### config.mk
export PLATFORM = sky130hd
export DESIGN_NAME = sd_cmd_phy
export DESIGN_NICKNAME = d
export VERILOG_FILES = /design/src/rtl/sd_cmd_phy.sv
export SDC_FILE = /design/constraint.sdc
export NUM_CORES = 1
export LEC_CHECK = 0
export BUFFER_PORTS_ARGS = -buffer_cell sky130_fd_sc_hd__clkbuf_2
export CAP_MARGIN = 10
export CELL_PAD_IN_SITES_DETAIL_PLACEMENT = 2
export CELL_PAD_IN_SITES_GLOBAL_PLACEMENT = 2
export CORE_ASPECT_RATIO = 2
export CORE_MARGIN = 4
export CORE_UTILIZATION = 38
export DETAILED_ROUTE_END_ITERATION = 7
export PLACE_DENSITY = 0.84
export SYNTH_ARGS = -nofsm -noshare
export SYNTH_HDL_FRONTEND = slang
export SYNTH_SLANG_ARGS = --single-unit
### constraint.sdc
create_clock -name iclk -period 12.78 [get_ports iclk]
set_input_delay 1.278 -clock iclk [delete_from_list [all_inputs] [get_ports iclk]]
set_output_delay 1.278 -clock iclk [all_outputs]
set_load 0.05 [all_outputs]
### src/rtl/sd_cmd_phy.sv
// sd_cmd_phy: SD CMD-line engine. Sends one 48-bit command frame, captures
// and checks a short or long response, and retries on line errors.
module sd_cmd_phy #(
    parameter int NCR_MAX = 64,
    parameter int RETRIES = 2,
    parameter int GAP     = 8
) (
    input  logic         iclk,
    input  logic         irst,
    input  logic         istrobe,
    input  logic         istart,
    input  logic [5:0]   iindex,
    input  logic [31:0]  iarg,
    input  logic [1:0]   iresp_type,
    input  logic         icmd_sd,
    output logic         ocmd_sd,
    output logic         ocmd_oe,
    output logic         obusy,
    output logic         odone,
    output logic         ook,
    output logic         otimeout,
    output logic         ocrc_err,
    output logic [127:0] oresp,
    output logic [5:0]   oresp_index
);

    localparam int C0 = (NCR_MAX > 136) ? NCR_MAX : 136;
    localparam int C1 = (GAP > C0) ? GAP : C0;
    localparam int CW = $clog2(C1 + 1);
    localparam int AW = $clog2(RETRIES + 1) + 1;

    typedef enum logic [2:0] {
        S_IDLE,
        S_SEND,
        S_WAIT,
        S_RECV,
        S_CHECK,
        S_GAP
    } state_t;

    state_t        r_state;
    state_t        w_state_nxt;
    logic [CW-1:0] r_cnt;
    logic [AW-1:0] r_attempt;
    logic [1:0]    r_type;
    logic [47:0]   r_frame;
    logic [47:0]   r_tx;
    logic [127:0]  r_shift;
    logic          r_fail;
    logic          r_att_to;
    logic          r_cmd;
    logic          r_oe;
    logic          r_done;
    logic          r_ok;
    logic          r_to;
    logic          r_crc;
    logic [127:0]  r_resp;
    logic [5:0]    r_resp_idx;

    logic [39:0]   w_tx_hdr;
    logic [6:0]    w_tx_crc;
    logic [6:0]    w_rx_crc;
    logic          w_pass;
    logic [CW-1:0] w_rx_last;
    logic          w_accept;
    logic          w_tx_bit;
    logic          w_tx_end;
    logic          w_rx_start;
    logic          w_wait_to;
    logic          w_rx_bit;
    logic          w_gap_end;
    logic          w_retry;

    function automatic logic [6:0] f_crc7(input logic [6:0] c, input logic b);
        logic w_fb;
        w_fb = b ^ c[6];
        return {c[5:0], 1'b0} ^ (w_fb ? 7'h09 : 7'h00);
    endfunction

    always_comb begin
        w_tx_hdr = {2'b01, iindex, iarg};
        w_tx_crc = '0;
        for (int i = 39; i >= 0; i--)
            w_tx_crc = f_crc7(w_tx_crc, w_tx_hdr[i]);
    end

    // Short frames sit in r_shift[47:0]; long frames lose their top 8 bits
    always_comb begin
        w_rx_crc = '0;
        for (int i = 127; i >= 8; i--)
            if (r_type == 2'd3 || i <= 47)
                w_rx_crc = f_crc7(w_rx_crc, r_shift[i]);
    end

    always_comb begin
        w_pass = 1'b1;
        unique case (r_type)
            2'd0: w_pass = 1'b1;
            2'd1: w_pass = r_shift[0] && (w_rx_crc == r_shift[7:1])
                           && (r_shift[45:40] == r_frame[45:40]);
            2'd2: w_pass = r_shift[0];
            2'd3: w_pass = r_shift[0] && (w_rx_crc == r_shift[7:1]);
        endcase
    end

    assign w_rx_last = (r_type == 2'd3) ? CW'(135) : CW'(47);

    always_comb begin
        w_state_nxt = r_state;
        w_accept    = 1'b0;
        w_tx_bit    = 1'b0;
        w_tx_end    = 1'b0;
        w_rx_start  = 1'b0;
        w_wait_to   = 1'b0;
        w_rx_bit    = 1'b0;
        w_gap_end   = 1'b0;
        w_retry     = 1'b0;
        unique case (r_state)
            S_IDLE: begin
                if (istart) begin
                    w_accept    = 1'b1;
                    w_state_nxt = S_SEND;
                end
            end
            S_SEND: begin
                if (istrobe) begin
                    if (r_cnt == CW'(48)) begin
                        w_tx_end    = 1'b1;
                        w_state_nxt = (r_type == 2'd0) ? S_GAP : S_WAIT;
                    end else begin
                        w_tx_bit = 1'b1;
                    end
                end
            end
            S_WAIT: begin
                if (istrobe) begin
                    if (!icmd_sd) begin
                        w_rx_start  = 1'b1;
                        w_state_nxt = S_RECV;
                    end else if (r_cnt == CW'(NCR_MAX - 1)) begin
                        w_wait_to   = 1'b1;
                        w_state_nxt = S_GAP;
                    end
                end
            end
            S_RECV: begin
                if (istrobe) begin
                    w_rx_bit = 1'b1;
                    if (r_cnt == w_rx_last)
                        w_state_nxt = S_CHECK;
                end
            end
            S_CHECK: w_state_nxt = S_GAP;
            S_GAP: begin
                if (istrobe && r_cnt == CW'(GAP - 1)) begin
                    w_gap_end = 1'b1;
                    if (r_fail && r_attempt < AW'(RETRIES)) begin
                        w_retry     = 1'b1;
                        w_state_nxt = S_SEND;
                    end else begin
                        w_state_nxt = S_IDLE;
                    end
                end
            end
            default: w_state_nxt = S_IDLE;
        endcase
    end

    always_ff @(posedge iclk or posedge irst) begin
        if (irst)
            r_state <= S_IDLE;
        else
            r_state <= w_state_nxt;
    end

    always_ff @(posedge iclk or posedge irst) begin
        if (irst) begin
            r_cnt      <= '0;
            r_attempt  <= '0;
            r_type     <= '0;
            r_frame    <= '0;
            r_tx       <= '0;
            r_shift    <= '0;
            r_fail     <= 1'b0;
            r_att_to   <= 1'b0;
            r_cmd      <= 1'b1;
            r_oe       <= 1'b0;
            r_done     <= 1'b0;
            r_ok       <= 1'b0;
            r_to       <= 1'b0;
            r_crc      <= 1'b0;
            r_resp     <= '0;
            r_resp_idx <= '0;
        end else begin
            r_done <= 1'b0;
            unique case (r_state)
                S_IDLE: begin
                    if (w_accept) begin
                        r_type    <= iresp_type;
                        r_frame   <= {w_tx_hdr, w_tx_crc, 1'b1};
                        r_tx      <= {w_tx_hdr, w_tx_crc, 1'b1};
                        r_cnt     <= '0;
                        r_attempt <= '0;
                        r_shift   <= '0;
                        r_fail    <= 1'b0;
                        r_att_to  <= 1'b0;
                        r_ok      <= 1'b0;
                        r_to      <= 1'b0;
                        r_crc     <= 1'b0;
                    end
                end
                S_SEND: begin
                    if (w_tx_bit) begin
                        r_cmd <= r_tx[47];
                        r_oe  <= 1'b1;
                        r_tx  <= {r_tx[46:0], 1'b1};
                        r_cnt <= r_cnt + CW'(1);
                    end else if (w_tx_end) begin
                        r_cmd <= 1'b1;
                        r_oe  <= 1'b0;
                        r_cnt <= '0;
                    end
                end
                S_WAIT: begin
                    if (w_rx_start) begin
                        r_shift <= {r_shift[126:0], icmd_sd};
                        r_cnt   <= CW'(1);
                    end else if (w_wait_to) begin
                        r_fail   <= 1'b1;
                        r_att_to <= 1'b1;
                        r_cnt    <= '0;
                    end else if (istrobe) begin
                        r_cnt <= r_cnt + CW'(1);
                    end
                end
                S_RECV: begin
                    if (w_rx_bit) begin
                        r_shift <= {r_shift[126:0], icmd_sd};
                        r_cnt   <= (r_cnt == w_rx_last) ? '0 : r_cnt + CW'(1);
                    end
                end
                S_CHECK: begin
                    r_fail   <= !w_pass;
                    r_att_to <= 1'b0;
                end
                S_GAP: begin
                    if (w_gap_end) begin
                        r_cnt <= '0;
                        if (w_retry) begin
                            r_attempt <= r_attempt + AW'(1);
                            r_tx      <= r_frame;
                        end else begin
                            r_done <= 1'b1;
                            r_ok   <= !r_fail;
                            r_to   <= r_fail && r_att_to;
                            r_crc  <= r_fail && !r_att_to;
                            unique case (r_type)
                                2'd0: begin
                                    r_resp     <= '0;
                                    r_resp_idx <= '0;
                                end
                                2'd1, 2'd2: begin
                                    r_resp     <= {96'b0, r_shift[39:8]};
                                    r_resp_idx <= r_shift[45:40];
                                end
                                2'd3: begin
                                    r_resp     <= {r_shift[127:1], 1'b0};
                                    r_resp_idx <= '0;
                                end
                            endcase
                        end
                    end else if (istrobe) begin
                        r_cnt <= r_cnt + CW'(1);
                    end
                end
                default: ;
            endcase
        end
    end

    assign ocmd_sd     = r_cmd;
    assign ocmd_oe     = r_oe;
    assign obusy       = (r_state != S_IDLE);
    assign odone       = r_done;
    assign ook         = r_ok;
    assign otimeout    = r_to;
    assign ocrc_err    = r_crc;
    assign oresp       = r_resp;
    assign oresp_index = r_resp_idx;

endmodule

==> results summary, run 1 <==
The later-pin clock latency in the skew report is 0.58 ns. The overall routing resource usage came out at 0.2755. The biggest cell delay along the critical path is between 0.6 and 0.7 ns. The slowest stage of the critical path belongs to the cell xor2_1. TritonCTS built the clock tree.

The count of different cell masters after synthesis is between 100 and 150. The most common cell in the synthesized netlist is nand2_1. The number of nets with antenna violations after detailed routing came out at 0. The clock edge transition at the registers on the reported setup and hold paths came out at 0.07 ns.

Entering global routing, the biggest net connects 157 pins. The static leakage power is 12.61 nW. The share of the synthesized area in the top cell type came out at 0.3739. The x dimension of the die is 190.7 um. The count of final hold-check violations is 0. Clock tree synthesis found a total of 380 sinks.

The total overflow left after global routing is 0. In this run the cell area measured after placement is approximately 27000 um^2. The wire length after detailed routing came out at 99.57 mm. The number of vias per cell came out at 5.923.

The final layout contains 3023 nets. The tree is rooted in a clkbuf_16. The worst-case clock buffer depth is 3. Yosys attributes the largest share of cell area to dfrtp_1, nand2_1, xnor2_1. The data required time at the worst endpoint is 13.21 ns. The finished layout cell area came out at 28040 um^2.

Between clock sinks in the finished design, the worst skew comes to 0.02366 ns. The area growth from synthesis to final layout came out at 10.56%. The worst pin sits at a relative slew slack of 0.1404.

The initial antenna violation count is 2. Setup repair after global routing left no endpoint under its margin. For this run, the leading register cell type out of synthesis is dfrtp_1. The number of storage elements in the synthesis netlist is 380. The critical path is of the flop to flop type. The shortest period the worst path allows is 12.26 ns. The max-slew violation total from the final report came out at 0.

On the final layout, the worst hold slack is 0.4813 ns. The congestion estimate from routability-driven global placement came to 0.9314. In this run the core area contains 133 standard-cell rows. Data on the critical path arrives at its endpoint at 12.69 ns. The transition time at the pin with the least slew margin is 1.289 ns.

Averaged over all synthesized cells, the footprint is 8.631 um^2. Of all flip-flops after synthesis, the portion carrying an async set or reset was 1.000. In this run, synthesis inferred 0 flip-flops with an integrated enable. The yosys synthesis warning count is 0.

The effective utilization at floorplan is 0.3849. The mapped netlist covers 25370 um^2. The core region area came out at 65900 um^2. The final critical-path share of the clock period came out at 0.9592. The achievable clock frequency is between 80 and 90 MHz.

After the flow finishes, the layout carries non-filler instances totaling between 3k and 4k. The hold buffer count at CTS is 0. The number of buffers created by CTS came out at 39. The via count of the routed design came out at 22.90k. The total design power came out at between 6 and 7 mW. Summed over all instances, the cell type with the most area after synthesis is dfrtp_1. The min-delay analysis places its worst path in the category flop to flop. In the final routed layout, each cell accounts on average for approximately 26 um.

The number of nets in the synthesized netlist is 2993. By count the netlist is led by nand2_1, dfrtp_1, o21ai_0. The detailed placer's ending HPWL came out at 72.97 mm. In the routed design, unresolved DRC markers number 0. The maximum fanout along the worst path is 32. VDD sags by at most around 0.17 mV. The number of design-rule violations left by the first detailed-router iteration is 1123. The sequential cell area fraction in the yosys report came out at 0.3749. Pin placement for this block handled 186 I/O pins. The worst setup path is launched from a flop.

Post-CTS timing repair inserted 0 buffers for setup. Dividing total power by cell area gives a power density of between 200 and 250 nW/um^2. The kind of capture point of the worst setup path is a flop. The maximum level of the CTS H-tree came out at 2. The first detailed-routing pass ran for 5 iterations. The cell that appears most often on the critical path is xnor2_1.

In the final layout, the share of cells above drive strength 1 is 0.1241. The run finished with clean final reports. The repair_antennas step left the layout with diodes totalling 0. The number of failing setup endpoints in the final timing report came out at 0. From bottom edge to top edge, the die measures ~370 um. The post-cts gate resize count is 0. The number of max-cap violations is 0.

The number of global-route vias before repair came to 26.00k. The total die area came out at 71200 um^2. The first-pass GRT wire length came out at 154.8 mm. Setup total negative slack on the finished layout was measured at 0 ns.

Synthesis produced 2939 cells. The number of buffers inserted by port buffering is 185. The number of cells after detailed placement came out at 3805.
==> kinds of logic (layout without fill, tap and decap cells) <==
family,after synthesis,in the layout,share of synthesized area
compound gates,633,633,0.1668
simple gates,1181,1181,0.2076
buf+inv,280,331,0.04286
mux,82,82,0.03265
flops,380,380,0.3749
xor+xnor,374,374,0.1707
fa+ha+maj,9,9,0.004439
==> cell usage in the layout (no fill, tap or decap), types with 8 or more instances in the layout <==
master and n:
and3_1 14, mux2i_1 75, nand4_1 21, a211o_1 9, o2111ai_1 9, a22oi_1 36
xnor3_1 54, and4_1 10, o31ai_1 56, xnor2_2 9, nor4_1 14, nor2_1 135
o21a_1 13, a21oi_1 93, or3_1 20, a211oi_1 16, xor3_1 12, nand3_1 143
inv_1 46, clkbuf_16 39, buf_4 35, a221oi_1 8, nand2b_1 11, dfrtp_1 378
o211ai_1 13, o211a_1 8, and2_1 16, xnor2_1 208, clkbuf_2 185, or2_2 15
xor2_1 85, nor3_1 49, o21ai_0 249, a31oi_1 14, a21o_1 13, or4_1 11
nand2_1 666
==> sequential cells by signal, summed over array words and instances (netlist names) <==
| signal | cells |
|---|---|
| oresp | 128 |
| r_shift | 128 |
| r_tx | 48 |
| r_frame | 46 |
| r_cnt | 8 |
| oresp_index | 6 |
| r_attempt | 3 |
| r_state | 3 |
| r_type | 2 |
| ocmd_oe | 1 |
| ocmd_sd | 1 |
| ocrc_err | 1 |
| odone | 1 |
| ook | 1 |
| otimeout | 1 |
| r_att_to | 1 |
| r_fail | 1 |
==> cell type report <==
class	instances	area (um^2)
clock buffer	51	1071
clock inverter	11	106.4
fill	7383	37860
inverter	48	187.7
multi-input combinational	2279	14860
sequential	380	9514
tap	877	1097
timing repair buffer	221	1209
==> report_power, final <==
group	total, mW	switching (mW)	leakage (nW)	internal [mW]
Sequential	1.50	0.132	5.16	1.37
Combinational	3.81	2.32	6.89	1.49
Clock	1.13	0.519	0.569	0.611
Total	6.44	2.97	12.6	3.46
==> metal layers <==
metal  global-route usage  share of wire
met1               0.2815           0.35
met2               0.5301           0.55
met3              0.03197          0.032
met4               0.1558          0.068
met5                    0        0.00025
==> final timing paths <==
kind                        startpoint  depth (start not counted)  slack (ns)          end
max                          r_type[1]                         37        0.52       r_fail
min                        r_frame[23]                          2        0.48  r_frame[23]
max reg2reg                  r_type[1]                         37        0.52       r_fail
min reg2reg                r_frame[23]                          2        0.48  r_frame[23]
max in group asynchronous         irst                          4        9.68    oresp[32]
min in group asynchronous         irst                          2        0.84   oresp[122]
==> through the flow <==
stage / worst slack (ns) / util
2_1_floorplan: 0.9463 / -
3_3_place_gp: 1.209 / 0.4075
3_5_place_dp: 0.7136 / 0.4075
4_1_cts: 0.6497 / 0.4254
5_1_grt: 0.01875 / 0.4256
6_report: 0.5210 / 0.4256
==> worst max-delay path: cells and delay by family, from the launching register on <==
| kind | cells | cell delay [ns] |
|---|---|---|
| xor gates and xnor gates | 12 | 4.19 |
| AOI/OAI and AO/OA | 13 | 3.73 |
| and+or+nand+nor | 8 | 2.67 |
| buffers and inverters | 2 | 0.60 |
| DFF | 1 | 0.45 |
| adders and majority gates | 1 | 0.28 |
| muxes | 1 | 0.19 |
Power figures use the tool's default switching activity.
==> run 2, diff against run 1 <==
--- a/config.mk
+++ b/config.mk
@@ -5,15 +5,16 @@
 export SDC_FILE = /design/constraint.sdc
 export NUM_CORES = 1
 export LEC_CHECK = 0
+export ABC_AREA = 1
 export BUFFER_PORTS_ARGS = -buffer_cell sky130_fd_sc_hd__clkbuf_2
 export CAP_MARGIN = 10
 export CELL_PAD_IN_SITES_DETAIL_PLACEMENT = 2
 export CELL_PAD_IN_SITES_GLOBAL_PLACEMENT = 2
 export CORE_ASPECT_RATIO = 2
 export CORE_MARGIN = 4
-export CORE_UTILIZATION = 38
+export CORE_UTILIZATION = 36
 export DETAILED_ROUTE_END_ITERATION = 7
-export PLACE_DENSITY = 0.84
+export PLACE_DENSITY = 0.85
 export SYNTH_ARGS = -nofsm -noshare
 export SYNTH_HDL_FRONTEND = slang
 export SYNTH_SLANG_ARGS = --single-unit
==> run 2 against run 1 <==
  * The flow now finishes with violations (negative setup slack)
  * Sequential share of layout area down 0.41 points
  * Critical endpoint unchanged
  * Flip-flop and latch count unchanged
  * Synthesized cell count up 5.9%
  * Hold slack better by 0.0022 ns
  * Cell area up 1.2%
  * Non-clock buffer count up 59
  * Wire length up 7.0%
  * Setup slack worse by 0.70 ns
  * Area after synthesis down 8.3%
  * Register-to-register slack worse by 0.70 ns
==> results summary, run 2 <==
The flow ran to the end, but the final reports show violations. The final reports fail on negative setup slack. The achievable clock frequency is 77.15 MHz (-5.4%). The post-synthesis share of cell area spent on full adders, half adders and majority gates was 0.004841 (+0.0004014). The number of standard cells after synthesis was 3112 (+5.9%). The count of final hold-check violations came out at 0 (unchanged). The setup skew after layout came out at 0.03566 ns (+0.01200 ns). The later-pin clock latency in the skew report came out at 0.60 ns (+0.02 ns).

The max-slew violation total from the final report was 0 (unchanged). By area the synthesized netlist is led by dfrtp_1, nand2_1, nand3_1. The effective utilization at floorplan is 0.3639 (-0.02101). The overall routing resource usage was 0.2604 (-0.01514). The share of the synthesized area in the top cell type came out at 0.4077 (+0.03381). The biggest cell delay along the critical path came out at 0.46 ns (-0.16 ns). Among all cell types in the netlist, the one instantiated most often is nand2_1. Counting stages on the worst path, the most repeated cell is nand2_2. The met2 usage is 0.5035 (-0.02658).

The final critical-path share of the clock period is 1.014 (+0.05496). The x dimension of the die is 187.7 um (-1.5%). The clock edge transition at the registers on the reported setup and hold paths came out at 0.08 ns (about the same).

The largest individual stage delay along the critical path comes from the cell dfrtp_2. The top cell types in the final layout, fill and taps aside, are nand2_1, nand3_1, dfrtp_1. The cell sitting at the root of the clock tree is a clkbuf_16. The number of failing setup endpoints in the final timing report came to 1 (+1).

The number of enable-type register cells in the synthesized netlist is 0 (unchanged). The maximum level of the CTS H-tree is 2 (unchanged). The wire length per cell after detailed routing came out at 25.90 um (+0.61%). The number of buffers inserted by port buffering came to 185 (unchanged). The detailed-route DRC error count came out at 0 (unchanged). The number of buffers created by CTS is 39 (unchanged). The total die area came to 68990 um^2 (-3.1%).

The number of max-cap violations is 0 (unchanged). The share of flip-flops with an asynchronous set or reset after synthesis came out at 1.000 (unchanged). The met3 demand-to-capacity share in global routing came out at 0.03347 (+0.001504). The area of the mapped netlist is 23260 um^2 (-8.3%). The max-slew headroom at the worst pin came to 0.1714 (+0.03095). The compound-gate portion of the synthesized area came out at 0.1235 (-0.04328).

The via count of the routed design came out at 24.22k (+5.7%). The number of design-rule violations left by the first detailed-router iteration is 1276 (+14%). The number of nets with antenna violations after detailed routing is 0 (unchanged).

The number of rows in the core area came to 131 (-1.5%). The final RePlAce weighted congestion was 0.9188 (-1.4%). The library cell used most frequently in the layout, excluding fill and tap cells, is nand2_1. The worst setup path is captured at a flop. The area of placed instances was 24650 um^2 (-8.2%). The core region area is 63920 um^2 (-3.0%). The count of boundary I/O pins came out at 186 (unchanged). The number of global-route vias before repair is 26.07k (+0.25%).

The post-synthesis xor/xnor area fraction was 0.02899 (-0.1417). The finished layout cell area came to 28380 um^2 (+1.2%). The TritonCTS clock tree is built. The most used flip-flop cell after synthesis is dfrtp_1.

The height of the chip came to 367.5 um (-1.6%). The number of storage elements in the synthesis netlist came out at 380 (unchanged). The sequential cell area fraction in the yosys report was 0.4088 (+0.03390). The count of different cell masters after synthesis came out at 56 (-47%). The transition time at the pin with the least slew margin came to 1.243 ns (-0.04643 ns). The worst path setup slack after routing is -0.1814 ns (-0.7024 ns). The initial antenna violation count was 3 (+1). The first-pass GRT wire length was 145.5 mm (-6.0%). The number of clock sinks came out at 380 (unchanged). The worst-case clock buffer depth came out at 3 (unchanged). The post-synthesis share of cell area spent on and, or, nand and nor gates is 0.3476 (+0.1400). The share of cell area taken by muxes after synthesis came out at 0.0004841 (-0.03217).

The yosys synthesis warning count was 0 (unchanged). The area growth from synthesis to final layout came out at 22.01%. The data required time at the worst endpoint came out at 13.27 ns (+0.06 ns). The met1 routing resource usage after global routing came out at 0.2724 (-0.009060). The fraction of final layout cells sized beyond drive strength 1 is 0.2695 (+0.1455). The length of the first detailed-routing pass in iterations came out at 5 (unchanged). The largest net degree at the start of global routing is 257 (+64%). The detailed placer's ending HPWL is 66.36 mm (-9.1%). The hold buffer count at CTS is 0 (unchanged). The wire length after detailed routing came to 106.6 mm (+7.0%).

The critical path arrival came to 13.45 ns (+0.76 ns). The worst setup path is of the flop to flop kind. The number of vias per cell is 5.887 (-0.61%). By area, the combinational part of the netlist is dominated by simple AND/OR/NAND/NOR gates. The class of the most critical hold timing path is flop to flop. The biggest area contributor in the post-synthesis netlist is dfrtp_1. The number of nets in the synthesized netlist is 3166 (+5.8%). The net count of the finished layout came out at 3339 (+10%). The total grt overflow was 0 (unchanged). The average size of a mapped cell is 7.475 um^2 (-13%). STA classifies the critical path startpoint as a flop. By count the netlist is led by nand2_1, nand3_1, dfrtp_1. The shortest period the worst path allows is 12.96 ns (+0.7024 ns). The maximum fanout along the worst path came out at 8 (-75%).

The busiest layer in global routing is met2. The worst hold slack across all endpoints was 0.4835 ns (+0.002217 ns).
[run 2: cell count changes in the layout (fill, tap and decap cells not counted), sizes merged, moves of 56 or more]
cell   delta
xor2     -56
xnor2   -173
nand2   +344
mux2i    -76
nand3   +411
buf      +58
inv     +255
[run 2: routing by layer]
layer / part of all wire / up-vias / routed length, um
li1: - / 10660 / -
met1: 0.35 / 12440 / 37770
met2: 0.54 / 745 / 58070
met3: 0.037 / 368 / 3931
met4: 0.064 / 0 / 6795
met5: 0 / - / 0
[run 2: layout make-up]
| cell class | instances | area, um^2 |
|---|---|---|
| Clock buffer | 48 | 1071 |
| Timing Repair Buffer | 280 | 1813 |
| Inverter | 309 | 1189 |
| Fill cell | 7220 | 35540 |
| Clock inverter | 21 | 261.5 |
| Sequential cell | 380 | 9513 |
| Antenna cell | 3 | 7.507 |
| Tap cell | 798 | 998.5 |
| Multi-Input combinational cell | 2275 | 13530 |
[run 2: worst max-delay path, delay by kind of cell, from the launching register on]
family | cells | cell delay [ns]
compound gates | 1 | 0.31
fa+ha+maj | 1 | 0.21
flops | 1 | 0.46
simple gates | 98 | 10.70
buf+inv | 10 | 1.03
[run 2: path summary, 6_finish.rpt]
| check | start | end | slack [ns] | depth (start not counted) |
|---|---|---|---|---|
| setup / recovery | r_type[0] | r_fail | -0.18 | 110 |
| hold / removal | oresp[15] | oresp[15] | 0.48 | 2 |
| setup reg to reg | r_type[0] | r_fail | -0.18 | 110 |
| hold reg to reg | oresp[15] | oresp[15] | 0.48 | 2 |
| max in group asynchronous | irst | r_tx[47] | 10.48 | 3 |
| min in group asynchronous | irst | oresp[104] | 0.77 | 2 |
[run 2: cells by family after synthesis]
| logic type | after synthesis |
|---|---|
| AOI/OAI and AO/OA | 477 |
| muxes | 1 |
| xor gates and xnor gates | 77 |
| adders and majority gates | 9 |
| buffers and inverters | 458 |
| and+or+nand+nor | 1710 |
| DFF | 380 |
[run 2: what timing repair did]
item | CTS | global route
pin swaps | 3 | 154
gates resized for setup | 8 | 418
setup buffers | 12 | 59
gates cloned | 0 | 2
setup endpoints to repair | 1 | 1
[run 2: through the flow]
| stage | setup WS (ns) | instances | util | setup TNS (ns) |
|---|---|---|---|---|
| global placement | 0.8601 | 3968 | 0.3857 | 0 |
| floorplan | 0.9463 | 3112 | - | 0 |
| finish | -0.1814 | 4114 | 0.4440 | -0.1814 |
| CTS | 0.01514 | 4049 | 0.4087 | 0 |
| detailed placement | -0.2292 | 3968 | 0.3857 | -0.2292 |
| global route | -1.068 | 4111 | 0.4439 | -1.068 |
Power of run 2 is left out: the tool's default activity adds up to more than one toggle a clock period on the data nets, which glitch-free logic cannot reach.
